**config.mk**
```make
export PLATFORM = sky130hd
export DESIGN_NAME = mealy_input_stage
export DESIGN_NICKNAME = d
export VERILOG_FILES = /design/src/rtl/mealy_input_stage.sv
export SDC_FILE = /design/constraint.sdc
export NUM_CORES = 1
export LEC_CHECK = 0
export CAP_MARGIN = 20
export CORE_MARGIN = 2
export CORE_UTILIZATION = 60
export DETAILED_ROUTE_END_ITERATION = 16
export DONT_BUFFER_PORTS = 1
export GPL_ROUTABILITY_DRIVEN = 0
export PLACE_DENSITY = 0.81
export SYNTH_ARGS = -nofsm -noshare
export SYNTH_HDL_FRONTEND = slang
export SYNTH_SLANG_ARGS = --single-unit
```
**constraint.sdc**
```tcl
create_clock -name Clock -period 5.51 [get_ports Clock]
set_clock_uncertainty 0.05 [all_clocks]
set_input_delay 1.3775 -clock Clock [delete_from_list [all_inputs] [get_ports Clock]]
set_output_delay 1.3775 -clock Clock [all_outputs]
set_load 0.1 [all_outputs]
```
**src/rtl/mealy_input_stage.sv**
```systemverilog
// mealy_input_stage: conditions the raw up/down/clear pushbuttons of the
// Mealy up/down sequence decoder and owns its 4-bit state register.
// Each key is synchronised, debounced and turned into a one-cycle press
// pulse. The state register advances on the edge that ends the pulse.
// Optional feature: define HOLD_REPEAT_EN to auto-repeat held up/down keys.
module mealy_input_stage #(
  parameter int SYNC_STAGES     = 2,
  parameter int DEBOUNCE_CYCLES = 50000,
  parameter int MAX_STATE       = 8,
  parameter int REPEAT_DELAY    = 25000000,
  parameter int REPEAT_PERIOD   = 10000000
) (
  input  logic       Clock,
  input  logic       Reset,
  input  logic       KeyUp,
  input  logic       KeyDown,
  input  logic       KeyClr,
  output logic       Up,
  output logic       Down,
  output logic       ClrOut,
  output logic [3:0] state
);

  localparam int unsigned NK = 3;  // key index: 0 = up, 1 = down, 2 = clear
  localparam int CW = $clog2(DEBOUNCE_CYCLES) + 1;
  localparam logic [CW-1:0] DB_LAST = CW'(DEBOUNCE_CYCLES - 1);
  localparam logic [3:0] ST_MAX = 4'(MAX_STATE);
  localparam logic [3:0] ST_ERR = 4'hF;

  // Reject parameter values the datapath cannot support.
  if (SYNC_STAGES < 2 || DEBOUNCE_CYCLES < 2 || MAX_STATE < 1 || MAX_STATE > 14 ||
      REPEAT_DELAY < 1 || REPEAT_PERIOD < 1) begin : g_param_check
    $error("mealy_input_stage: unsupported parameter value");
  end

  logic [NK-1:0]          w_raw;
  logic [SYNC_STAGES-1:0] r_sync [NK];
  logic [CW-1:0]          r_cnt  [NK];
  logic [NK-1:0]          r_deb;
  logic [NK-1:0]          r_deb_d;
  logic [NK-1:0]          w_fall;
  logic [1:0]             w_rep;
  logic                   w_ev_up;
  logic                   w_ev_dn;
  logic                   w_ev_clr;

  assign w_raw = {KeyClr, KeyDown, KeyUp};

  // Synchronise each key, then flip the debounced level only after
  // DEBOUNCE_CYCLES consecutive samples that differ from it.
  always_ff @(posedge Clock or negedge Reset) begin
    if (!Reset) begin
      for (int unsigned k = 0; k < NK; k++) begin
        r_sync[k] <= '1;
        r_cnt[k]  <= '0;
      end
      r_deb   <= '1;
      r_deb_d <= '1;
    end else begin
      r_deb_d <= r_deb;
      for (int unsigned k = 0; k < NK; k++) begin
        r_sync[k] <= {r_sync[k][SYNC_STAGES-2:0], w_raw[k]};
        if (r_sync[k][SYNC_STAGES-1] == r_deb[k]) begin
          r_cnt[k] <= '0;
        end else if (r_cnt[k] == DB_LAST) begin
          r_deb[k] <= r_sync[k][SYNC_STAGES-1];
          r_cnt[k] <= '0;
        end else begin
          r_cnt[k] <= r_cnt[k] + 1'b1;
        end
      end
    end
  end

  // Press = debounced level falling; releases are ignored.
  assign w_fall = r_deb_d & ~r_deb;

`ifdef HOLD_REPEAT_EN
  localparam int RMAX = (REPEAT_DELAY > REPEAT_PERIOD) ? REPEAT_DELAY : REPEAT_PERIOD;
  localparam int RW = $clog2(RMAX) + 1;
  localparam logic [RW-1:0] RD_LAST = RW'(REPEAT_DELAY - 1);
  localparam logic [RW-1:0] RP_LAST = RW'(REPEAT_PERIOD - 1);

  logic [RW-1:0] r_hold [2];
  logic [1:0]    r_armed;

  // Repeat fires after the initial delay, then once per period while held.
  always_comb begin
    w_rep = '0;
    for (int unsigned k = 0; k < 2; k++) begin
      w_rep[k] = ~r_deb[k] & (r_armed[k] ? (r_hold[k] == RP_LAST) : (r_hold[k] == RD_LAST));
    end
  end

  // Hold counters for up/down run while the debounced key is pressed.
  always_ff @(posedge Clock or negedge Reset) begin
    if (!Reset) begin
      for (int unsigned k = 0; k < 2; k++) begin
        r_hold[k] <= '0;
      end
      r_armed <= '0;
    end else begin
      for (int unsigned k = 0; k < 2; k++) begin
        if (r_deb[k]) begin
          r_hold[k]  <= '0;
          r_armed[k] <= 1'b0;
        end else if (w_rep[k]) begin
          r_hold[k]  <= '0;
          r_armed[k] <= 1'b1;
        end else begin
          r_hold[k] <= r_hold[k] + 1'b1;
        end
      end
    end
  end
`else
  assign w_rep = '0;
`endif

  assign w_ev_up  = w_fall[0] | w_rep[0];
  assign w_ev_dn  = w_fall[1] | w_rep[1];
  assign w_ev_clr = w_fall[2];

  // Register the pulses; clear overrides any concurrent up/down event.
  always_ff @(posedge Clock or negedge Reset) begin
    if (!Reset) begin
      Up     <= 1'b0;
      Down   <= 1'b0;
      ClrOut <= 1'b0;
    end else if (w_ev_clr) begin
      Up     <= 1'b0;
      Down   <= 1'b0;
      ClrOut <= 1'b1;
    end else begin
      Up     <= w_ev_up;
      Down   <= w_ev_dn;
      ClrOut <= 1'b0;
    end
  end

  // Sequence state advances on the edge ending the pulse cycle.
  always_ff @(posedge Clock or negedge Reset) begin
    if (!Reset) begin
      state <= '0;
    end else if (ClrOut) begin
      state <= '0;
    end else if (Up || Down) begin
      if (state != ST_ERR && state > ST_MAX) begin
        state <= '0;
      end else if (Up && Down) begin
        state <= ST_ERR;
      end else if (state == ST_ERR) begin
        state <= '0;
      end else if (Up) begin
        state <= (state == ST_MAX) ? 4'd0 : state + 4'd1;
      end else begin
        state <= (state == 4'd0) ? ST_MAX : state - 4'd1;
      end
    end
  end

endmodule

```
==> reports/results.ini, run 1 <==
[run_status]
outcome = complete, no violations

[floorplan]
dieArea_um2 = 6330
die_w_um = 79.5
start_util_pct = 62.2
ios = 12
rows = 27
core_area_um2 = 5510
fp.dieH_um = 79.5

[sta]
slew_viol_final = 0
max_slew_margin_pct = 25.9
timing.fmax_mhz = 351
period_share_pct = 51.7
rsz0062_at_grt = no
fin_setup_tns_ns = 0
setup-violations-final = 0
min_period_ns = 2.85
hold_ws_ns = 0.309
tightest_slew_ns = 1.11
final_hold_viol_count = 0

[synth]
async_flop_share_pct = 100
ys_seq_area_share_pct = 51.6
yosysTopAreaCell = dfrtp_1
synthTopCellsByArea = dfrtp_1 42%, dfstp_2 9.2%, nor2_1 6.1%, xnor2_1 6.1%, xor2_1 4.9%
syn_area_um2 = 3420
synth.most_common_cell = dfrtp_1
synth.ff_latch_count = 70
synthTopCellsByCount = 58 x dfrtp_1, 56 x nor2_1, 24 x xnor2_1
synthCells = 335
avgSynthCellArea_um2 = 10.2
synthDominantCellAreaShare_pct = 42.4
synth_top_flop_cell = dfrtp_1
ys_types = 48
ys_warn_count = 0
syn_nets = 345
synth_enable_flop_cells = 0

[cells_and_area]
drive_above_1_share_pct = 11.6
stdcell_area_um2 = 3720
antennaDiodeCount = 0
nFillCells = 423
fin_nets = 349
syn2layout_area_growth_pct = 8.55

[route]
drtIter0Drc = 117
wl_um = 5930
ant_nets = 0
drt-pass1-iter-count = 4
wl_per_cell_um = 14.2
drc = 0
vias = 2458
vias_per_cell = 5.91

[power]
vdd.ir_drop.worst_mv = 0.243
powerDensity_nw_per_um2 = 274
p_leak_nw = 1.51

[clocking]
cts.clk_slew.worst_paths_ns = 0.07
cts_tree = done
cts_hold_buf = 0
htreeDepth = 3
cts-root-buf = clkbuf_8
clk_latency_ns = 0.34
post_cts_buffers = 0
numCtsBuffers = 9
clock_path_buffers = 2
cts_sinks = 70
cts.repair.resized = 0

[global_routing]
grt_max_degree = 71
grtUsageTotal_pct = 21.1
grt_pass1_wl_um = 10400
grt_pass1_vias = 2362
antenna_found_initial = 0
grt.overflow.total = 0

[placement]
dp.final_hpwl_um = 3820
post_dp_cell_area_um2 = 3470
port_buffers = 0

[worst_hold_path]
min_path_type = reg -> reg

[critical_path]
endpoint_kind = output port
critPathLaunchType = flip-flop
required_ns = 4.08
critical_path_class = reg -> out
crit_fanout = 12
critPathArrivalTime_ns = 1.42

[job]
cap_violations = 0

==> report_power, final <==
group	leakage, nW	total [mW]	internal [mW]	switching, mW
combinational	0.464	0.0178	0.00690	0.0109
clock	0.116	0.470	0.279	0.190
sequential	0.928	0.529	0.523	0.00585
==> state kept, by name, indices dropped and copies added, names as in the netlist <==
signal	flops
r_cnt	51
r_deb_d	3
r_sync	6
Up	1
ClrOut	1
Down	1
r_deb	3
state	4
==> layout by cell type (no fill, tap or decap), types with 3 or more instances in the layout <==
master / synthesis / routed
or3_1: 5 / 5
nor3_1: 9 / 9
nand3_1: 15 / 15
o21ai_0: 3 / 3
a221o_1: 3 / 3
nor2_1: 56 / 56
and3_1: 10 / 10
dfrtp_1: 58 / 58
nor4_1: 6 / 6
nand2b_1: 3 / 3
inv_1: 10 / 10
xor2_1: 19 / 19
xnor2_1: 24 / 24
ha_1: 5 / 5
nand2_1: 16 / 16
a21oi_1: 14 / 14
or4_1: 3 / 3
nand4_1: 18 / 18
clkbuf_8: 0 / 11
dfstp_2: 12 / 12
and4_1: 4 / 4
mux2_2: 3 / 3
==> worst paths after layout <==
kind	slack [ns]	startpoint	to	cells past startpoint
worst max-delay path	2.66	state[2]	state[2]	0
worst max register to register	2.96	state[0]	state[2]	5
max in group asynchronous	4.55	Reset	r_sync[4]	0
worst min register to register	0.31	r_sync[2]	r_sync[3]	0
min in group asynchronous	0.67	Reset	r_cnt[36]	0
worst min-delay path	0.31	r_sync[2]	r_sync[3]	0
==> metrics by stage <==
step	total power, mW	setup WS [ns]	std cells	util, %
2_1_floorplan	0.554	3.11	335	-
3_3_place_gp	0.556	2.97	399	63.1
3_5_place_dp	0.557	2.94	399	63.1
4_1_cts	1.03	2.60	415	67.3
5_1_grt	1.05	2.59	416	67.5
6_report	1.02	2.66	416	67.5
==> cell families (layout without fill, tap and decap cells) <==
| group | Yosys count | count (layout) | synth area share [%] |
|---|---|---|---|
| AOI/OAI and AO/OA | 34 | 34 | 7.42 |
| xor gates and xnor gates | 43 | 43 | 11.0 |
| adders and majority gates | 5 | 5 | 1.83 |
| buffers and inverters | 19 | 28 | 2.52 |
| DFF | 70 | 70 | 51.6 |
| muxes | 4 | 4 | 1.28 |
| and+or+nand+nor | 160 | 160 | 24.3 |
==> cell type report <==
class | count | area, µm² | area share [%]
timing repair buffer | 2 | 18.8 | 0.505
sequential | 70 | 1770 | 47.5
inverter | 10 | 37.5 | 1.01
clock buffer | 11 | 151 | 4.07
tap | 72 | 90.1 | 2.42
multi-input combinational | 246 | 1570 | 42.3
clock inverter | 5 | 81.3 | 2.19
==> per-layer routing <==
layer  part of all wire (%)  wire [µm]  vias up  track usage [%]
li1                       -          -     1198                -
met1                     47       2760     1190             27.8
met2                     47       2800       62             32.6
met3                    4.7        280        8             6.56
met4                    1.4         82        0             8.45
met5                      0          0        -                0
Note: power is estimated with default switching activity, not from simulation.
==> run 2: changes to the inputs <==
- CORE_UTILIZATION: 60 -> 57
- PLACE_DENSITY: 0.81 -> 0.8
- clock period: 5.51 -> 2.6 ns (I/O delays scaled with it)
==> run 2 against run 1 <==
Compared with the run above:
- first-iteration DRC count rose by 21%
- cell area grew 0.77%
- flip-flop and latch count did not move
- core utilization fell by 3.5 points
- combinational power grew to 3.4 times the previous value
- global-route usage is 0.21 points higher
- highest routed layer unchanged
==> reports/results.ini, run 2 (synthesized netlist as in run 1, its figures left out) <==
[run_status]
outcome = complete, no violations

[power]
p_leak_nw = 1.53  ; +1.8%
vdd.ir_drop.worst_mv = 0.411  ; +69%
powerDensity_nw_per_um2 = 531  ; +94%

[cells_and_area]
multiInputGateArea_um2 = 1570  ; unchanged
layout_commonest_cell = dfrtp_1
layout_common_cells = 58 x dfrtp_1, 56 x nor2_1, 24 x xnor2_1
nFillCells = 475  ; +12%
drive_above_1_share_pct = 12.8  ; +1.2 points
fin_nets = 357  ; +2.3%
top_register = r_cnt
largestRegisters = r_cnt x51, r_sync x6, state x4
antennaDiodeCount = 0  ; unchanged
syn2layout_area_growth_pct = 9.39
stdcell_area_um2 = 3740  ; +0.77%
layout.area.seq_um2 = 1770  ; unchanged
largest_reg_flops = 51  ; unchanged

[global_routing]
grt_max_degree = 59  ; -17%
grt_pass1_wl_um = 10800  ; +3.7%
grtUsageTotal_pct = 21.3  ; +0.21 points
grt_pass1_vias = 2355  ; -0.30%
antenna_found_initial = 0  ; unchanged
grt.overflow.total = 0  ; unchanged

[route]
ant_nets = 0  ; unchanged
vias_per_cell = 5.79  ; -2.0%
wl_um = 6250  ; +5.4%
vias = 2473  ; +0.61%
drt-pass1-iter-count = 4  ; unchanged
drc = 0  ; unchanged
wl_per_cell_um = 14.6  ; +2.7%
drtIter0Drc = 142  ; +21%

[critical_path]
crit_fanout = 15  ; +3
slowest_stage = dfrtp_1
worstPathCellList = buf_4
cp_slowest_stage_delay_ns = 0.62
critPathLaunchType = flip-flop
reg2reg_slack_ns = 0.65  ; -2.31 ns
crit_buf_inv = 1
path_delay_family = flip-flops
endpoint_kind = output port
critical_path_class = reg -> out
critPathArrivalTime_ns = 1.33  ; -0.09 ns
required_ns = 1.90  ; -2.18 ns

[floorplan]
rows = 28  ; +3.7%
start_util_pct = 58.5  ; -3.7 points
fp.dieH_um = 81.5  ; +2.5%
dieArea_um2 = 6640  ; +5.0%
die_w_um = 81.5  ; +2.5%
core_area_um2 = 5850  ; +6.2%
ios = 12  ; unchanged

[sta]
setup-violations-final = 0  ; unchanged
slew_viol_final = 0  ; unchanged
period_share_pct = 78.2
fin_setup_tns_ns = 0  ; unchanged
min_period_ns = 2.03
rsz0062_at_grt = no
final_hold_viol_count = 0  ; unchanged
tightest_slew_ns = 0.642  ; -0.469 ns
timing.fmax_mhz = 492
max_slew_margin_pct = 57.2  ; +31 points

[clocking]
clk_latency_ns = 0.34  ; about the same
cts.clk_slew.worst_paths_ns = 0.07  ; about the same
htreeDepth = 3  ; unchanged
cts_sinks = 70  ; unchanged
cts_tree = done
clock_path_buffers = 2  ; unchanged
cts.repair.resized = 0  ; unchanged
cts-root-buf = clkbuf_8
cts_hold_buf = 1  ; +1
numCtsBuffers = 9  ; unchanged
post_cts_buffers = 0  ; unchanged

[job]
cap_violations = 0  ; unchanged

[placement]
post_dp_cell_area_um2 = 3540  ; +1.8%
port_buffers = 0  ; unchanged
dp.final_hpwl_um = 4190  ; +9.9%

[worst_hold_path]
min_path_type = in -> async

[run 2: final cells by class]
type	count	area share, %
well taps	75	2.51
flip-flops and latches	70	47.2
clock buffers	15	4.71
multi-input cells	246	41.9
repair buffers	10	2.54
inverters	10	1.00
clock inverters	1	0.134
[run 2: where the power goes]
part           total, mW  switching (mW)  internal, mW
logic             0.0608          0.0402        0.0206
registers           1.12          0.0131          1.11
clock network      0.804           0.379         0.425
total               1.99           0.432          1.55
[run 2: final timing paths]
check / end / start / cells after the start
setup / recovery: state[3] / state[3] / 1
hold / removal: r_deb[2] / Reset / 0
setup reg to reg: r_cnt[15] / r_cnt[12] / 4
hold reg to reg: r_sync[1] / r_sync[0] / 0
max in group asynchronous: r_cnt[8] / Reset / 1
min in group Clock: r_sync[2] / KeyDown / 0
[run 2: routing by layer]
| metal | GRT usage [%] | routed length, µm | up-vias |
|---|---|---|---|
| li1 | - | - | 1202 |
| met1 | 29.5 | 2890 | 1207 |
| met2 | 32.8 | 2990 | 58 |
| met3 | 5.60 | 307 | 6 |
| met4 | 7.29 | 63 | 0 |
| met5 | 0 | 0 | - |
[run 2: stage by stage]
step	hold slack [ns]	total power [mW]	setup WS, ns	instances	util (%)
final	0.100	1.99	0.568	427	64.0
after global routing	0.0763	2.06	0.470	427	64.0
after CTS	0.0796	2.01	0.555	427	64.0
after detailed placement	0.298	1.18	0.649	410	60.4
after global placement	0.297	1.18	0.651	410	60.4
after floorplan	0.295	1.17	0.270	335	-
